<file path="src/rtl/chess_render_pkg.sv">
`default_nettype none
// ============================================================================
// Module      : chess_render_pkg
// Description : Shared constants for the chess board renderer: RGB565
//               colours, square-byte field positions, chessman codes and
//               the frame state encoding.
// Revision    : 1.0 - initial release
// ============================================================================
package chess_render_pkg;

  // RGB565 palette
  localparam logic [15:0] c_BACKGROUND  = 16'h0000;
  localparam logic [15:0] c_CURSOR      = 16'hFFE0;
  localparam logic [15:0] c_LOCK_CURSOR = 16'hF800;
  localparam logic [15:0] c_WHITE_PIECE = 16'hFFFF;
  localparam logic [15:0] c_BLACK_PIECE = 16'h2104;
  localparam logic [15:0] c_LOCK_FILL   = 16'h07E0;
  localparam logic [15:0] c_LIGHT       = 16'hEF7D;
  localparam logic [15:0] c_DARK        = 16'h8A22;

  // Square byte layout: [2:0] chessman, 3 owner, 4 cursor, 5 lock source,
  // 6 lock cursor, 7 unused
  localparam int c_PIECE_MSB       = 2;
  localparam int c_PIECE_LSB       = 0;
  localparam int c_BIT_OWNER       = 3;
  localparam int c_BIT_CURSOR      = 4;
  localparam int c_BIT_LOCK_SRC    = 5;
  localparam int c_BIT_LOCK_CURSOR = 6;

  // Chessman codes
  localparam logic [2:0] c_PAWN   = 3'd1;
  localparam logic [2:0] c_KNIGHT = 3'd2;
  localparam logic [2:0] c_ROOK   = 3'd3;
  localparam logic [2:0] c_BISHOP = 3'd4;
  localparam logic [2:0] c_QUEEN  = 3'd5;
  localparam logic [2:0] c_KING   = 3'd6;

  typedef enum logic [1:0] {
    IDLE = 2'd0,
    LOAD = 2'd1,
    DRAW = 2'd2,
    DONE = 2'd3
  } renderState_t;

endpackage
`default_nettype wire

</file>
<file path="src/rtl/chess_piece_sprite_rom.sv">
`default_nettype none
// ============================================================================
// Module      : chess_piece_sprite_rom
// Description : Combinational 16x16 1-bit glyph ROM for the six chessmen.
//               Glyphs are stored as the left half (8 columns) of each row
//               and mirrored for the right half. Row 0 is the top line.
//               Used only when CHESS_RENDER_SPRITE_EN is defined.
// Revision    : 1.0 - initial release
// ============================================================================
module chess_piece_sprite_rom
  import chess_render_pkg::*;
(
  input  logic [2:0] chessman,
  input  logic [3:0] row,
  input  logic [3:0] col,
  output logic       glyphBit
);

  // One byte per row, row 0 in the top byte; bit 7 is the leftmost column
  localparam logic [127:0] c_GLYPH_PAWN   = 128'h0000_0001_0303_0101_0303_0707_0F1F_1F00;
  localparam logic [127:0] c_GLYPH_KNIGHT = 128'h0000_060F_1F3F_3707_0F0F_0F0F_1F3F_3F00;
  localparam logic [127:0] c_GLYPH_ROOK   = 128'h0000_2D3F_3F1F_0F0F_0F0F_0F0F_1F3F_3F00;
  localparam logic [127:0] c_GLYPH_BISHOP = 128'h0001_0307_0F0D_0F07_0303_0707_0F1F_3F00;
  localparam logic [127:0] c_GLYPH_QUEEN  = 128'h0025_252D_3F3F_1F1F_0F0F_0F1F_1F3F_3F00;
  localparam logic [127:0] c_GLYPH_KING   = 128'h0001_0701_0327_3F3F_3F1F_0F0F_1F3F_3F00;

  logic [127:0] w_glyph;
  logic [7:0]   w_rowBits;
  logic [2:0]   w_half;

  // Select the glyph for the requested chessman
  always_comb begin
    w_glyph = '0;
    case (chessman)
      c_PAWN:   w_glyph = c_GLYPH_PAWN;
      c_KNIGHT: w_glyph = c_GLYPH_KNIGHT;
      c_ROOK:   w_glyph = c_GLYPH_ROOK;
      c_BISHOP: w_glyph = c_GLYPH_BISHOP;
      c_QUEEN:  w_glyph = c_GLYPH_QUEEN;
      c_KING:   w_glyph = c_GLYPH_KING;
      default:  w_glyph = '0;
    endcase
  end

  // Row r lives at bit offset (15-r)*8, i.e. {~r, 3'b000}
  assign w_rowBits = w_glyph[{~row, 3'b000} +: 8];
  // Right-half columns mirror onto the stored left half
  assign w_half    = col[3] ? ~col[2:0] : col[2:0];
  assign glyphBit  = w_rowBits[~w_half];

endmodule
`default_nettype wire

</file>
<file path="src/rtl/chess_board_renderer.sv">
`default_nettype none
// ============================================================================
// Module      : chess_board_renderer
// Description : Snapshots the flattened 64-square layout on a frame request
//               and streams the board as RGB565 pixels over a valid/ready
//               handshake in raster order, then pulses frameDone.
//               Define CHESS_RENDER_SPRITE_EN to draw pieces from the glyph
//               ROM instead of filled inset squares.
// Revision    : 1.0 - initial release
// ============================================================================
module chess_board_renderer
  import chess_render_pkg::*;
#(
  parameter int CHESS_SQUARES = 64,
  parameter int SQUARE_WIDTH  = 8,
  parameter int MATRIX_WIDTH  = CHESS_SQUARES * SQUARE_WIDTH,
  parameter int SCREEN_WIDTH  = 240,
  parameter int SCREEN_HEIGHT = 320,
  parameter int SQUARE_PX     = 30,
  parameter int BOARD_Y       = 40
)(
  input  logic                    clock,
  input  logic                    resetApp,
  input  logic [MATRIX_WIDTH-1:0] Layout,
  input  logic                    frameRequest,
  input  logic                    pixelReady,
  output logic                    pixelWrite,
  output logic [15:0]             pixelData,
  output logic                    frameBusy,
  output logic                    frameDone
);

  localparam int c_XW = $clog2(SCREEN_WIDTH);
  localparam int c_YW = $clog2(SCREEN_HEIGHT + 1);
  localparam int c_PW = $clog2(SQUARE_PX);
  localparam logic [c_XW-1:0] c_X_LAST    = c_XW'(SCREEN_WIDTH - 1);
  localparam logic [c_YW-1:0] c_Y_LAST    = c_YW'(SCREEN_HEIGHT - 1);
  localparam logic [c_YW-1:0] c_BOARD_TOP = c_YW'(BOARD_Y);
  localparam logic [c_YW-1:0] c_BOARD_END = c_YW'(BOARD_Y + 8 * SQUARE_PX);
  localparam logic [c_PW-1:0] c_PX_LAST   = c_PW'(SQUARE_PX - 1);
  localparam logic [c_PW-1:0] c_EDGE_LO   = c_PW'(2);
  localparam logic [c_PW-1:0] c_EDGE_HI   = c_PW'(SQUARE_PX - 3);
`ifdef CHESS_RENDER_SPRITE_EN
  localparam logic [c_PW-1:0] c_PIECE_LO  = c_PW'(7);
  localparam logic [c_PW-1:0] c_PIECE_HI  = c_PW'(22);
`else
  localparam logic [c_PW-1:0] c_PIECE_LO  = c_PW'(8);
  localparam logic [c_PW-1:0] c_PIECE_HI  = c_PW'(21);
`endif

  renderState_t          r_state, w_stateNext;
  logic [MATRIX_WIDTH-1:0] r_snapshot;
  logic [c_XW-1:0]       r_x, w_xNext;
  logic [c_YW-1:0]       r_y, w_yNext;
  logic [c_PW-1:0]       r_pxX, w_pxXNext, r_pxY, w_pxYNext;
  logic [2:0]            r_col, w_colNext, r_row, w_rowNext;
  logic                  r_pixelWrite;
  logic [15:0]           r_pixelData, w_pixelNext;
  logic                  w_accept, w_lastPixel;
  logic [6:0]            w_sqByte;
  logic                  w_inBoard, w_border, w_pieceArea, w_pieceHit;

  assign w_accept    = r_pixelWrite & pixelReady;
  assign w_lastPixel = (r_x == c_X_LAST) && (r_y == c_Y_LAST);

  // Frame state register
  always_ff @(posedge clock or negedge resetApp) begin
    if (!resetApp) r_state <= IDLE;
    else           r_state <= w_stateNext;
  end

  // Frame sequencing; requests outside IDLE are dropped
  always_comb begin
    w_stateNext = r_state;
    case (r_state)
      IDLE:    if (frameRequest) w_stateNext = LOAD;
      LOAD:    w_stateNext = DRAW;
      DRAW:    if (w_accept && w_lastPixel) w_stateNext = DONE;
      DONE:    w_stateNext = IDLE;
      default: w_stateNext = IDLE;
    endcase
  end

  // Next scan position: LOAD rewinds to (0,0), each accept steps x then y.
  // The in-square counters wrap at SQUARE_PX so no division is needed; the
  // line counters restart on the first board line.
  always_comb begin
    w_xNext   = r_x;
    w_yNext   = r_y;
    w_pxXNext = r_pxX;
    w_pxYNext = r_pxY;
    w_colNext = r_col;
    w_rowNext = r_row;
    if (r_state == LOAD) begin
      w_xNext   = '0;
      w_yNext   = '0;
      w_pxXNext = '0;
      w_pxYNext = '0;
      w_colNext = '0;
      w_rowNext = '0;
    end else if (w_accept && !w_lastPixel) begin
      if (r_x == c_X_LAST) begin
        w_xNext   = '0;
        w_pxXNext = '0;
        w_colNext = '0;
        w_yNext   = r_y + 1'b1;
        if (w_yNext == c_BOARD_TOP) begin
          w_pxYNext = '0;
          w_rowNext = '0;
        end else if (r_pxY == c_PX_LAST) begin
          w_pxYNext = '0;
          w_rowNext = r_row + 1'b1;
        end else begin
          w_pxYNext = r_pxY + 1'b1;
        end
      end else begin
        w_xNext = r_x + 1'b1;
        if (r_pxX == c_PX_LAST) begin
          w_pxXNext = '0;
          w_colNext = r_col + 1'b1;
        end else begin
          w_pxXNext = r_pxX + 1'b1;
        end
      end
    end
  end

  // Square byte under the next pixel (bit 7 carries nothing for rendering)
  assign w_sqByte    = r_snapshot[{w_rowNext, w_colNext, 3'b000} +: 7];
  assign w_inBoard   = (w_yNext >= c_BOARD_TOP) && (w_yNext < c_BOARD_END);
  assign w_border    = (w_pxXNext < c_EDGE_LO) || (w_pxXNext > c_EDGE_HI) ||
                       (w_pxYNext < c_EDGE_LO) || (w_pxYNext > c_EDGE_HI);
  assign w_pieceArea = (w_pxXNext >= c_PIECE_LO) && (w_pxXNext <= c_PIECE_HI) &&
                       (w_pxYNext >= c_PIECE_LO) && (w_pxYNext <= c_PIECE_HI);

`ifdef CHESS_RENDER_SPRITE_EN
  logic w_glyphBit;

  chess_piece_sprite_rom u_spriteRom (
    .chessman (w_sqByte[c_PIECE_MSB:c_PIECE_LSB]),
    .row      (4'(w_pxYNext - c_PIECE_LO)),
    .col      (4'(w_pxXNext - c_PIECE_LO)),
    .glyphBit (w_glyphBit)
  );

  assign w_pieceHit = w_pieceArea && (w_sqByte[c_PIECE_MSB:c_PIECE_LSB] != 3'd0) && w_glyphBit;
`else
  assign w_pieceHit = w_pieceArea && (w_sqByte[c_PIECE_MSB:c_PIECE_LSB] != 3'd0);
`endif

  // Colour priority: cursor border, piece, lock fill, square shade
  always_comb begin
    w_pixelNext = c_BACKGROUND;
    if (w_inBoard) begin
      if (w_border && w_sqByte[c_BIT_CURSOR])
        w_pixelNext = w_sqByte[c_BIT_LOCK_CURSOR] ? c_LOCK_CURSOR : c_CURSOR;
      else if (w_pieceHit)
        w_pixelNext = w_sqByte[c_BIT_OWNER] ? c_WHITE_PIECE : c_BLACK_PIECE;
      else if (w_sqByte[c_BIT_LOCK_SRC])
        w_pixelNext = c_LOCK_FILL;
      else
        w_pixelNext = (w_rowNext[0] ^ w_colNext[0]) ? c_DARK : c_LIGHT;
    end
  end

  // Snapshot, scan counters and the registered pixel output
  always_ff @(posedge clock or negedge resetApp) begin
    if (!resetApp) begin
      r_snapshot   <= '0;
      r_x          <= '0;
      r_y          <= '0;
      r_pxX        <= '0;
      r_pxY        <= '0;
      r_col        <= '0;
      r_row        <= '0;
      r_pixelWrite <= 1'b0;
      r_pixelData  <= '0;
    end else begin
      if (r_state == IDLE && frameRequest) r_snapshot <= Layout;
      r_x   <= w_xNext;
      r_y   <= w_yNext;
      r_pxX <= w_pxXNext;
      r_pxY <= w_pxYNext;
      r_col <= w_colNext;
      r_row <= w_rowNext;
      if (r_state == LOAD) begin
        r_pixelWrite <= 1'b1;
        r_pixelData  <= w_pixelNext;
      end else if (w_accept) begin
        if (w_lastPixel) begin
          r_pixelWrite <= 1'b0;
          r_pixelData  <= '0;
        end else begin
          r_pixelData  <= w_pixelNext;
        end
      end
    end
  end

  assign pixelWrite = r_pixelWrite;
  assign pixelData  = r_pixelData;
  assign frameBusy  = (r_state != IDLE);
  assign frameDone  = (r_state == DONE);

endmodule
`default_nettype wire

</file>
<file path="config.mk">
export PLATFORM = sky130hd
export DESIGN_NAME = chess_board_renderer
export DESIGN_NICKNAME = d
export VERILOG_FILES = /design/src/rtl/chess_render_pkg.sv /design/src/rtl/chess_piece_sprite_rom.sv /design/src/rtl/chess_board_renderer.sv
export SDC_FILE = /design/constraint.sdc
export NUM_CORES = 1
export LEC_CHECK = 0
export ABC_CLOCK_PERIOD_IN_PS = 4900
export BUFFER_PORTS_ARGS = -buffer_cell sky130_fd_sc_hd__buf_2
export CORE_MARGIN = 4
export CORE_UTILIZATION = 55
export CTS_BUF_LIST = sky130_fd_sc_hd__clkbuf_2 sky130_fd_sc_hd__clkbuf_4 sky130_fd_sc_hd__clkbuf_8
export CTS_CLUSTER_SIZE = 10
export DETAILED_ROUTE_END_ITERATION = 7
export PLACE_DENSITY_LB_ADDON = 0.2
export SETUP_SLACK_MARGIN = 0.05
export SYNTH_ARGS = -nofsm -noshare
export SYNTH_HDL_FRONTEND = slang
export SYNTH_HIERARCHICAL = 1
export SYNTH_SLANG_ARGS = --single-unit
</file>
<file path="constraint.sdc">
create_clock -name clock -period 4.9 [get_ports clock]
set_input_delay 0.49 -clock clock [delete_from_list [all_inputs] [get_ports clock]]
set_output_delay 0.49 -clock clock [all_outputs]
set_load 0.02 [all_outputs]
</file>
# Word-level counts from Yosys, hierarchy flattened
# Cells that the tools add are included.
# classes
magnitude_cmp	10
reduce_logical	22
bitwise	2
n_addsub	6
eq_ne	10
muxes	40
n_shift	1
# ops
op	count
$shiftx A512 B10 Y7	1
$mux W16	8
$mux W5	9
$mux W3	9
$mux W9	3
$mux W8	3
$mux W15	1
$mux W11	1
$add A5 B1 Y5 const B	2
$eq A5 B5 Y1 const B	2
$ge A5 B4 Y1 const B	2
$gt A5 B5 Y1 const B	2
$le A5 B5 Y1 const B	2
$logic_and A1 B1 Y1	10
$lt A5 B2 Y1 const B	2
$add A9 B1 Y9 const B	1
$eq A9 B6 Y1 const B	1
$eq A9 B9 Y1 const B	1
$ge A9 B6 Y1 const B	1
$lt A9 B9 Y1 const B	1
$add A8 B1 Y8 const B	1
$eq A8 B8 Y1 const B	1
$pmux W2 S4	1
$reduce_bool A2 Y1	4
other kinds (13)	22
# word_totals
out_inout_bits	19
regBits	564
input_bits	516
elab_cells	101

# Longest topological paths before layout
# depth
ltp_word	17
ltp_mapped	19

# Least setup slack after synthesis
# No wires, ideal clock.
# synth_path
path_type	register to register
startpoint	reg r_y[0]
endpoint	reg r_pixelData[10], in the netlist pixelData[10]
arrival_ns	3.367
n_path_buf	4
setup_ns	0.122
slack_ns	1.412
period_less_slack_ns	3.488
path_stages_with_launch	18
cell_sequence	dfrtp_1 > ha_1 > and4bb_2 > a41oi_4 > nand3_2 > a21o_1 > buf_6 > clkinv_2 > buf_8 > buf_8 > buf_6 > nand2_1 > a21oi_1 > o211ai_1 > a211oi_2 > nand3_2 > o31a_1 > a32o_1
# synth_between
elab_chain_cells	17
# synth_rtl
element	line	rtl
start: declaration	chess_board_renderer.sv:54	logic [c_YW-1:0] r_y, w_yNext;
start signal: assignment	chess_board_renderer.sv:181	r_y <= w_yNext;
parallel branches: the longest is 16 deep, another holds $add A9 B1 Y9	n/a	
$mux W16 (*)	chess_board_renderer.sv:186	if (r_state == LOAD) begin
end signal: assignment	chess_board_renderer.sv:188	r_pixelData <= w_pixelNext;
end signal: assignment	chess_board_renderer.sv:194	r_pixelData <= w_pixelNext;
end: declaration	chess_board_renderer.sv:58	logic [15:0] r_pixelData, w_pixelNext;
# Mark *: on every way between the ends. The select of a mux whose other input is x is not followed.
# A chain may end at the register's enable or synchronous reset.

# Worst setup path in the final report
# Ends and elaborated chain as after synthesis.

==> flow_results.org <==
** Critical path
- Data on the critical path is required at its endpoint by 5.45 ns.
- Data arrives at the worst endpoint at 5.01 ns.
- Across all register-to-register paths, the minimum setup slack is 0.44 ns.
- Sort of element at the start of the critical path :: flop
- The critical path is of the reg2reg type.
- The worst register-to-register path ends at pixelData[10].
- Worst R2R Start :: r_y[0]
- The worst setup path is captured at a flop.
- For the worst flop-to-flop path, the logic depth is 14.
- Max Fanout on Critical Path :: 53

** Clock network
- Post-CTS timing repair inserted 0 buffers for setup.
- CTS buffer count :: 82
- Clock transition at the register clock pins on the worst setup and hold paths after CTS :: 0.06 ns
- # resized after CTS :: 0
- The clock passes through at most 3 buffers.
- Post-CTS Hold Fix Bufs :: 58
- Clock root buffer master :: sky130_fd_sc_hd__clkbuf_8
- Clock insertion delay at the later pin of the skew report :: 0.67 ns
- Number of H-tree levels :: 3
- Clock tree sinks :: 495
- TritonCTS built the clock tree.

** Cells and area
- Counting the fill cells in the layout gives 3009.
- Multi-input logic area :: 0.00995 mm²
- The final layout contains 2909 nets.
- Layout cell share with drive strength beyond 1 :: 47.8%
- In the final layout, flip-flops and latches occupy 0.0124 mm².
- Util after Layout :: 69.1%
- Layout area overhead :: 23.5%

** Timing
- Measured against its own limit, the worst slew margin works out to 36.2%.
- Setup repair after global routing left no endpoint under its margin.
- The final count of pins violating max slew was 0.
- Derived from the worst setup path, the maximum achievable clock frequency is 0.224 GHz.
- The clock arrives with 0.0213 ns of skew.
- Number of hold violations in the final report :: 0
- For the pin with the worst max-slew slack, the measured transition is 0.956 ns.
- Adding up every negative setup slack in the final design gives 0 ns.
- Crit path time final :: 4.46 ns
- Final worst-path cycle share :: 90.9%
- Setup violations remaining at the end of the flow were counted as 0.

** Synth
- Cell with the most instances after synthesis :: sky130_fd_sc_hd__dfrtp_1
- In the synthesized netlist, the cells that appear most often are sky130_fd_sc_hd__dfrtp_1 (495), sky130_fd_sc_hd__mux2_2 (460), sky130_fd_sc_hd__nand2_1 (165), sky130_fd_sc_hd__clkbuf_1 (71), sky130_fd_sc_hd__mux2i_1 (63).
- Gate Count Post-Synth :: 1831
- Per-instance average area after synthesis :: 12.6 µm²
- Share of flip-flops with an asynchronous set or reset after synthesis :: 100%
- Flip-flop and latch count after synthesis :: 495
- Warnings, synthesis :: 6
- The number of nets handed over by synthesis was 2360.
- Number of synthesized flops with an enable pin :: 0
- Summed over all instances, the cell type with the most area after synthesis is sky130_fd_sc_hd__dfrtp_1.
- The synthesized netlist contains 82 unique library cells.
- The cell area that synthesis handed to floorplanning was 0.0230 mm².
- Cell types occupying the most area after synthesis :: sky130_fd_sc_hd__dfrtp_1 (54%), sky130_fd_sc_hd__mux2_2 (23%), sky130_fd_sc_hd__mux2i_1 (2.7%), sky130_fd_sc_hd__nand2_1 (2.7%), sky130_fd_sc_hd__nand3_1 (1.2%)
- In the synthesized netlist the dominant register cell turns out to be sky130_fd_sc_hd__dfrtp_1.
- Post-synthesis sequential area ratio :: 53.8%
- Proportion of netlist area held by the largest area contributor :: 53.8%

** Placement
- Detailed placement HPWL :: 52.6 mm
- Total of buffers placed on input and output ports :: 470
- The congestion estimate from routability-driven global placement came to 0.955.

** Routing
- Number of remaining DRC errors :: 0
- Using the TritonRoute via totals, the vias-per-cell ratio works out to 5.90.
- In this run, the number of DRC markers left after iteration 0 of detailed routing was 1504.
- Antenna-violating nets left :: 0
- Total iterations of the first detailed-routing run :: 5
- Amount of wire on met3 after detailed routing :: 5.46 mm
- Uppermost layer routed :: met5
- The routed design uses 35.1 mm of met2 wire.
- For this block, wires on met1 add up to 29.0 mm.
- Detailed routing inserted a total of 17664 vias.
- Summed over all layers, the routed wires come to 72.8 mm.
- Post-detailed-route wirelength per cell :: 24.3 µm

** Power
- Power comes to 16.5 mW.
- In this run the power density over the cells is 582 mW/mm².
- Of the total power, the clock network draws 23.1%.
- The worst-case IR drop observed on VDD is 0.366 mV.
- Static Leak :: 13.0 nW
- Combinational logic is responsible for 33.5% of the overall power.
- Internal power contribution :: 11.1 mW
- In this run switching power makes up 32.8% of total power.
- Per report_power, the sequential group accounts for 43.4% of the total.
- Net Switching :: 5.43 mW

** GRT
- Initial antenna violation count :: 39
- The first global-routing pass estimated 108 mm of wire.
- Global routing used 31.6% of the available tracks.
- Vias in the first global route :: 18562
- Summed over all layers, the global routing overflow is 0.
- Entering global routing, the biggest net connects 127 pins.

** Job
- The tool flagged a number of max-cap violations equal to 0.

** Hold path
- End of the worst hold path :: r_snapshot[306]
- The worst hold path was traced through 2 stages.
- The worst hold path begins at Layout[306].
- The worst hold path belongs to the class in2reg.

** Die
- Ports :: 535
- In this run the standard cell core region covers 0.0411 mm².
- Site row count :: 74
- Y dimension of the die :: 213 µm
- Horizontal die dimension :: 213 µm
- The die covers 0.0452 mm².
- Once the floorplan was initialized, standard cells occupied 56.0% of the core.

** Run status
- Status :: finished clean
[cells in the final DEF, fill, tap and decap left out, drive strengths merged, types with 8 or more instances in the layout]
master       count
a211oi          26
a21oi           40
a22oi           10
a311oi          10
a31oi           10
and3            14
buf            530
clkbuf         129
dfrtp          495
diode           26
dlygate4sd3     58
ha              13
inv             21
mux2           460
mux2i           63
nand2          165
nand3           59
nand4           21
nor2            53
nor3            31
nor4            39
o211ai           8
o21ai           21
or3             12
xor2            12
[per-layer routing]
metal  global-route usage (%)  vias up
met2                     51.3      649
met5                        0        -
met4                     13.0       20
li1                         -     7842
met1                     40.6     8962
met3                     8.62      191
[sequential cells by signal, summed over array words and instances (netlist names)]
register    flops
r_y             9
r_state         2
r_pxY           5
r_pxX           5
r_row           3
r_snapshot    448
r_x             8
pixelData      11
pixelWrite      1
r_col           3
[worst max-delay path, cell delays in order, from the launching register on]
cell,delay [ns]
sky130_fd_sc_hd__dfrtp_1,0.42
sky130_fd_sc_hd__ha_1,0.31
sky130_fd_sc_hd__and4bb_2,0.33
sky130_fd_sc_hd__a41oi_4,0.32
sky130_fd_sc_hd__o32a_2,0.31
sky130_fd_sc_hd__clkinv_2,0.20
sky130_fd_sc_hd__buf_12,0.25
sky130_fd_sc_hd__mux2i_1,0.16
sky130_fd_sc_hd__mux2i_1,0.45
sky130_fd_sc_hd__o22ai_1,0.23
sky130_fd_sc_hd__a221oi_2,0.21
sky130_fd_sc_hd__o22a_1,0.21
sky130_fd_sc_hd__nand3_2,0.18
sky130_fd_sc_hd__o31a_1,0.41
sky130_fd_sc_hd__a32o_1,0.28
[stage by stage]
step | area [µm²] | cells | hold WS, ns | setup WS, ns
2_1_floorplan | 23000 | 1831 | 0.194 | 1.41
3_3_place_gp | 26000 | 2770 | 0.474 | 0.601
3_5_place_dp | 26000 | 2770 | 0.483 | 0.544
4_1_cts | 28300 | 2969 | 0.0000474 | 0.527
5_1_grt | 28400 | 2993 | 0.00684 | 0.283
6_report | 28400 | 2995 | 0.0511 | 0.445
[how the worst max path moves through the flow]
stage	from	depth (start not counted)	slack, ns	to
6_report	r_y[0]	14	0.44	pixelData[10]
2_1_floorplan	r_y[0]	17	1.41	pixelData[10]
3_5_place_dp	r_y[0]	14	0.54	pixelData[10]
5_1_grt	r_y[0]	14	0.28	pixelData[13]
4_1_cts	r_y[0]	14	0.53	pixelData[10]
3_3_place_gp	r_y[0]	14	0.60	pixelData[10]
[logic make-up after synthesis]
group | Yosys count | share of synthesized area [%]
muxes | 530 | 25.9
buffers and inverters | 143 | 2.99
and+or+nand+nor | 428 | 9.11
adders and majority gates | 13 | 0.707
DFF | 495 | 53.8
xor gates and xnor gates | 18 | 0.685
AOI/OAI and AO/OA | 204 | 6.73
[power groups by stage]
stage / sequential [mW] / combinational, mW / clock [mW]
after global routing: 7.35 / 5.97 / 4.08
final: 7.18 / 5.53 / 3.82
after detailed placement: 7.18 / 5.41 / 0
after floorplan: 6.76 / 3.96 / 0
after CTS: 7.12 / 5.49 / 3.87
after global placement: 7.03 / 5.23 / 0
[final cells by class]
| class | instances | share of cell area [%] |
|---|---|---|
| Timing Repair Buffer | 588 | 12.5 |
| Sequential cell | 495 | 43.6 |
| Tap cell | 532 | 2.34 |
| Antenna cell | 26 | 0.229 |
| Clock inverter | 12 | 0.361 |
| Clock buffer | 129 | 5.70 |
| Inverter | 20 | 0.286 |
| Multi-Input combinational cell | 1193 | 35.0 |
Power figures use the tool's default switching activity.
